**config.mk**
```make
export PLATFORM = sky130hd
export DESIGN_NAME = comb_decim
export DESIGN_NICKNAME = d
export VERILOG_FILES = /design/src/rtl/comb_decim.sv
export SDC_FILE = /design/constraint.sdc
export NUM_CORES = 1
export LEC_CHECK = 0
export BUFFER_PORTS_ARGS = -buffer_cell sky130_fd_sc_hd__buf_2
export CORE_MARGIN = 4
export CORE_UTILIZATION = 55
export DETAILED_ROUTE_END_ITERATION = 16
export GPL_ROUTABILITY_DRIVEN = 1
export PLACE_DENSITY = 0.73
export SYNTH_ARGS = -nofsm -noshare
export SYNTH_HDL_FRONTEND = slang
export SYNTH_SLANG_ARGS = --single-unit
```
**constraint.sdc**
```tcl
create_clock -name clk -period 12.15 [get_ports clk]
set_clock_uncertainty 0.15 [all_clocks]
set_input_delay 3.645 -clock clk [delete_from_list [all_inputs] [get_ports clk]]
set_output_delay 3.645 -clock clk [all_outputs]
set_load 0.05 [all_outputs]
```
**src/rtl/comb_decim.sv**
```systemverilog
`default_nettype none
// ============================================================================
// Module   : comb_decim
// Brief    : Decimate-by-R front end followed by N registered CIC comb stages.
// Revision : 1.0 - initial release
// ============================================================================
module comb_decim #(
    parameter int  Win  = 16,
    parameter int  Wg   = 22,
    parameter int  R    = 8,
    parameter int  N    = 3,
    parameter int  Wout = 16,
    localparam int W    = Wg + Win,
    localparam int CW   = (R > 1) ? $clog2(R) : 1
) (
    input  logic                   clk,
    input  logic                   rst,
    input  logic signed [W-1:0]    data_in,
    input  logic                   val_in,
    output logic signed [W-1:0]    data_full,
    output logic signed [Wout-1:0] data_out,
    output logic                   val_out
);

    logic [CW-1:0]       cnt_q;
    logic [CW-1:0]       cnt_d;
    logic                accept_d;

    logic signed [W-1:0] stage_q [N];
    logic signed [W-1:0] prev_q  [N];
    logic [N-1:0]        vld_q;

    logic signed [W-1:0] in_d    [N];
    logic [N-1:0]        in_v_d;
    logic signed [W-1:0] diff_d  [N];

    always_comb begin
        accept_d = val_in && (cnt_q == CW'(R - 1));
        cnt_d    = cnt_q;
        if (val_in) begin
            cnt_d = accept_d ? '0 : cnt_q + CW'(1);
        end
    end

    // Stage 0 is fed by the decimated input; later stages by the stage before.
    always_comb begin
        in_d[0]   = data_in;
        in_v_d[0] = accept_d;
        for (int k = 1; k < N; k++) begin
            in_d[k]   = stage_q[k-1];
            in_v_d[k] = vld_q[k-1];
        end
        for (int k = 0; k < N; k++) begin
            diff_d[k] = in_d[k] - prev_q[k];
        end
    end

    always_ff @(posedge clk or posedge rst) begin
        if (rst) begin
            cnt_q <= '0;
            vld_q <= '0;
            for (int k = 0; k < N; k++) begin
                stage_q[k] <= '0;
                prev_q[k]  <= '0;
            end
        end else begin
            cnt_q <= cnt_d;
            vld_q <= in_v_d;
            for (int k = 0; k < N; k++) begin
                if (in_v_d[k]) begin
                    prev_q[k]  <= in_d[k];
                    stage_q[k] <= diff_d[k];
                end
            end
        end
    end

    assign data_full = stage_q[N-1];
    assign data_out  = stage_q[N-1][W-1 -: Wout];
    assign val_out   = vld_q[N-1];

endmodule
`default_nettype wire

```
==> reports/results.ini, run 1 <==
[outcome]
status=finished clean

[clock_tree]
cts_resized=0
clock_path_buffers=3
htree_num_levels=1
cts_buffers=25
cts_root_buf=clkbuf_16
cts_hold_buf=0
postCtsSetupBuffers=0
clk_latency_ns=0.52
clkTransAtPathRegs_ns=0.06
cts.sinks=234
cts_tree=yes

[grt]
first_global_vias=10706
grt_max_degree=102
grt_overflow=0
antenna_found_initial=0
track_usage_pct=19.97
grt_pass1_wl_mm=50.47

[drt]
postRouteAntennaNets=0
wl_met2_mm=12.55
viasPerCell=5.543
wl_mm=28.79
vias=11164
wl_met1_mm=14.55
wire_per_inst_um=14.30
drtIter0Drc=730
drcViolationCount=0
highest_layer=met4
first_pass_iters=5
wl_met3_mm=1.204

[finish]
syn2layout_area_growth_pct=10.01
nFillCells=2285
layout-drive-gt1-share_pct=14.12
final_nets=1819
regArea_um2=5863
num_antenna_cells=0
multiInputGateArea_um2=7871

[die]
die_w_um=171.1
die-area_um2=29280
ios=96
rows=59
core_um2=26130
die_y_um=171.1
start_util_pct=56.00

[placement]
globalplace.congestion=0.9100
place_hpwl_mm=21.16
numPortBuffers=95

[yosys]
synth_cells=1616
syn-cell-area_um2=14630
synth_warnings=0
synth_edf_count=0
syn_nets=1773
synth_top_flop_cell=dfrtp_1
ys_seq_area_share_pct=40.01
syn_area_per_cell_um2=9.056
synth-async-reset-ratio_pct=100.0
yosysUniqueCellTypes=77
synth-seq-cells=234

[min_path]
worstHoldStart=data_full[6]
hold_class=reg -> reg
min_delay_path_depth=2
whs_endpoint=data_full[6]

[timing]
hold_viol=0
post-route-period-util_pct=52.55
period_minus_slack_ns=6.385
worst_slew_pin_slew_ns=1.087
setup_viol=0
rsz0062_at_grt=no
finalMaxSlewViolations=0
fmax_mhz=156.6
tns_ns=0
max-slew-margin-rel_pct=27.50

[setup_path]
worst_setup_path_end_kind=flip-flop
cp_cell_sequence=buf_2 > inv_1 > ha_1 > inv_1 > fa_1 > a21o_1 > a211oi_1 > o211ai_1 > nand2_1 > o221ai_1 > a21o_1 > a31oi_1 > o21bai_1 > mux2i_1 > o22ai_1
cp.arrival_ns=6.62
rr_startpoint=in_d[0]
worstPathRequired_ns=12.38
rr_endpoint=data_full[34]
criticalPathCategory=in -> reg
critPathSlowestCell=a31oi_1
rrSetupSlack_ns=8.47
slowest_delay_ns=0.43
start_kind=primary input
r2r_cells=14
worst-path-max-fanout=5
setup.worst_path.start=data_in[0]

[flow_run]
max_cap_viol_count=0

[per-stage QoR]
stage	util, %	setup WS (ns)	cells	instance area, µm²	hold slack, ns
after floorplan	-	1.937	1616	14630	0.2019
after global placement	58.18	5.309	1970	15200	0.3168
after detailed placement	58.18	5.266	1970	15200	0.3218
after CTS	61.61	5.802	2014	16100	0.3363
after global routing	61.61	5.544	2014	16100	0.3643
final	61.61	5.765	2014	16100	0.3307
[worst max-delay path, delay by kind of cell]
kind | cells | cell delay (ns)
buf+inv | 3 | 0.22
fa+ha+maj | 2 | 0.57
mux | 1 | 0.17
compound gates | 8 | 1.90
simple gates | 1 | 0.13
[final cells by class]
type / count / share of cell area [%]
Clock buffer: 33 / 4.445
Clock inverter: 11 / 1.119
Inverter: 141 / 3.334
Multi-Input combinational cell: 1160 / 48.89
Sequential cell: 234 / 36.42
Tap cell: 335 / 2.604
Timing Repair Buffer: 100 / 3.186
[registers in the layout, indices dropped and copies added (netlist names)]
name / cells
prev_q: 114
in_d: 76
data_full: 38
cnt_q: 3
vld_q: 3
[cell families after synthesis]
| logic type | after synthesis | share of synthesized area [%] |
|---|---|---|
| buf+inv | 222 | 6.216 |
| mux | 71 | 5.438 |
| flops | 234 | 40.01 |
| simple gates | 398 | 12.31 |
| fa+ha+maj | 116 | 10.07 |
| xor+xnor | 100 | 5.985 |
| compound gates | 475 | 19.96 |
[layout by cell type (no fill, tap or decap), types with 14 or more instances in the layout]
| master | netlist | final |
|---|---|---|
| o21ai_0 | 192 | 192 |
| dfrtp_1 | 234 | 232 |
| nand3_1 | 26 | 26 |
| o21a_1 | 15 | 15 |
| xnor2_1 | 60 | 60 |
| a21oi_1 | 103 | 103 |
| clkbuf_16 | 0 | 25 |
| ha_1 | 113 | 113 |
| inv_1 | 139 | 138 |
| mux2_2 | 68 | 68 |
| buf_2 | 1 | 95 |
| nand4_1 | 16 | 16 |
| nand2_1 | 213 | 212 |
| nor2b_1 | 14 | 14 |
| xor2_1 | 40 | 40 |
| nor3_1 | 16 | 16 |
| a21o_1 | 57 | 57 |
| nand2b_1 | 15 | 15 |
| nor2_1 | 64 | 64 |
[routing by layer]
layer / global-route usage [%] / vias up
li1: - / 5683
met1: 29.72 / 5200
met2: 31.65 / 236
met3: 2.565 / 45
met4: 4.065 / 0
met5: 0 / -
[Yosys cell counts, types with 18 or more instances]
cell type,number,area share (%)
dfrtp_1,234,40
nand2_1,213,5.5
o21ai_0,192,6.6
inv_1,139,3.6
ha_1,113,9.7
a21oi_1,103,3.5
mux2_2,68,5.2
nor2_1,64,1.6
clkbuf_1,60,1.5
xnor2_1,60,3.6
a21o_1,57,2.9
xor2_1,40,2.4
nand3_1,26,0.89
buf_4,18,0.92
[worst max-delay path by stage]
stage,cells past startpoint,to
5_1_grt,15,in_d[74]
4_1_cts,15,in_d[70]
3_3_place_gp,15,in_d[74]
2_1_floorplan,1,cnt_q[0]
6_report,15,in_d[70]
3_5_place_dp,15,in_d[70]
Power of run 1 is left out: the tool's default activity adds up to more than one toggle a clock period on the data nets, which glitch-free logic cannot reach.
==> run 2, diff against run 1 <==
==> constraint.sdc (replaced) <==
create_clock -name clk -period 6.4 [get_ports clk]
set_clock_uncertainty 0.15 [all_clocks]
set_input_delay 1.92 -clock clk [delete_from_list [all_inputs] [get_ports clk]]
set_output_delay 1.92 -clock clk [all_outputs]
set_load 0.05 [all_outputs]
==> reports/results.ini, run 2 (same netlist as run 1, synthesis figures left out) <==
[timing]
rsz0062_at_grt=no
setup_viol=0
whs_ns=0.3368
post-route-period-util_pct=72.14
fmax_mhz=216.6
tns_ns=0
worst_slew_pin_slew_ns=1.072
hold_viol=0
period_minus_slack_ns=4.617
max-slew-margin-rel_pct=28.54
finalMaxSlewViolations=0
final.setup.worst_slack_ns=1.783

[drt]
postRouteAntennaNets=0
viasPerCell=5.503
wl_met2_mm=12.24
vias=11094
first_pass_iters=4
wl_met3_mm=1.204
drtIter0Drc=588
drcViolationCount=0
wire_per_inst_um=14.18
wl_mm=28.58
wl_met1_mm=14.68
highest_layer=met4

[setup_path]
rr_startpoint=in_d[0]
cp.arrival_ns=4.84
rrSetupSlack_ns=2.59
start_kind=primary input
worstPathRequired_ns=6.62
worst-path-max-fanout=5
criticalPathCategory=in -> reg
rr_endpoint=data_full[34]
r2r_cells=14
worst_setup_path_end_kind=flip-flop

[finish]
largest_reg_flops=114
largest_register=prev_q
layout_common_cells=232 x dfrtp_1, 212 x nand2_1, 192 x o21ai_0, 138 x inv_1, 113 x ha_1
final_util_pct=61.43
layout-drive-gt1-share_pct=13.92
final_nets=1822
syn2layout_area_growth_pct=9.696
final_common_cell=dfrtp_1
num_antenna_cells=0

[placement]
globalplace.congestion=0.9129
numPortBuffers=95
place_hpwl_mm=21.00
preCtsSetupSlack_ns=1.244

[flow_run]
max_cap_viol_count=0

[clock_tree]
clkTransAtPathRegs_ns=0.06
postCtsSetupBuffers=0
cts_tree=yes
clock_path_buffers=3
cts_root_buf=clkbuf_16
cts_buffers=26
cts_hold_buf=0
cts.sinks=234
clk_latency_ns=0.53
cts_resized=0
htree_num_levels=1

[die]
die_y_um=171.1
start_util_pct=56.00
die_w_um=171.1
ios=96
core_um2=26130
die-area_um2=29280
rows=59

[grt]
first_global_vias=10459
grt_pass1_wl_mm=50.16
antenna_found_initial=0
track_usage_pct=19.87
grt_overflow=0
grt_max_degree=83

[min_path]
whs_endpoint=prev_q[76]
hold_class=reg -> reg
worstHoldStart=prev_q[76]
min_delay_path_depth=2

[outcome]
status=finished clean

## run 2: cell types whose count changed in the layout (fill, tap and decap cells not counted), sizes merged
cell,change
buf,+2
clkinv,-4
clkbuf,+8
clkinvlp,+1
inv,-1
bufinv,-4
## run 2: worst max-delay path by stage
stage / startpoint / end / slack [ns] / cells past startpoint
floorplan: rst / cnt_q[0] / 1.27 / 1
global placement: data_in[0] / in_d[74] / 1.27 / 15
detailed placement: data_in[0] / in_d[74] / 1.24 / 15
CTS: data_in[0] / in_d[74] / 1.77 / 15
global route: data_in[0] / in_d[74] / 1.43 / 15
finish: data_in[0] / in_d[74] / 1.78 / 15
## run 2: per-stage QoR
step / area [µm²] / instances
floorplan: 14640 / 1616
global placement: 15210 / 1972
detailed placement: 15210 / 1972
CTS: 16050 / 2016
global route: 16050 / 2016
finish: 16050 / 2016
## run 2: worst max-delay path: stages
cell	delay (ns)
buf_2	0.10
inv_1	0.06
ha_1	0.17
inv_1	0.06
fa_1	0.40
a21o_1	0.20
a211oi_1	0.34
o211ai_1	0.13
nand2_1	0.13
o221ai_1	0.25
a21o_1	0.28
a31oi_1	0.42
a21oi_1	0.15
xnor2_1	0.14
o21ai_0	0.09
## run 2: cell type report
type / count / area (µm²)
fillers: 2268 / 10080
flip-flops and latches: 234 / 5863
well taps: 335 / 419.2
multi-input cells: 1160 / 7871
inverters: 141 / 533.0
clock inverters: 3 / 40.04
repair buffers: 102 / 528.0
clock buffers: 41 / 798.3
## run 2: routing by layer
metal  GRT usage, %  vias to the layer above
li1               -                     5688
met1          30.21                     5167
met2          30.83                      205
met3          2.565                       34
met4          3.858                        0
met5              0                        -
Power of run 2 is left out for the same reason.
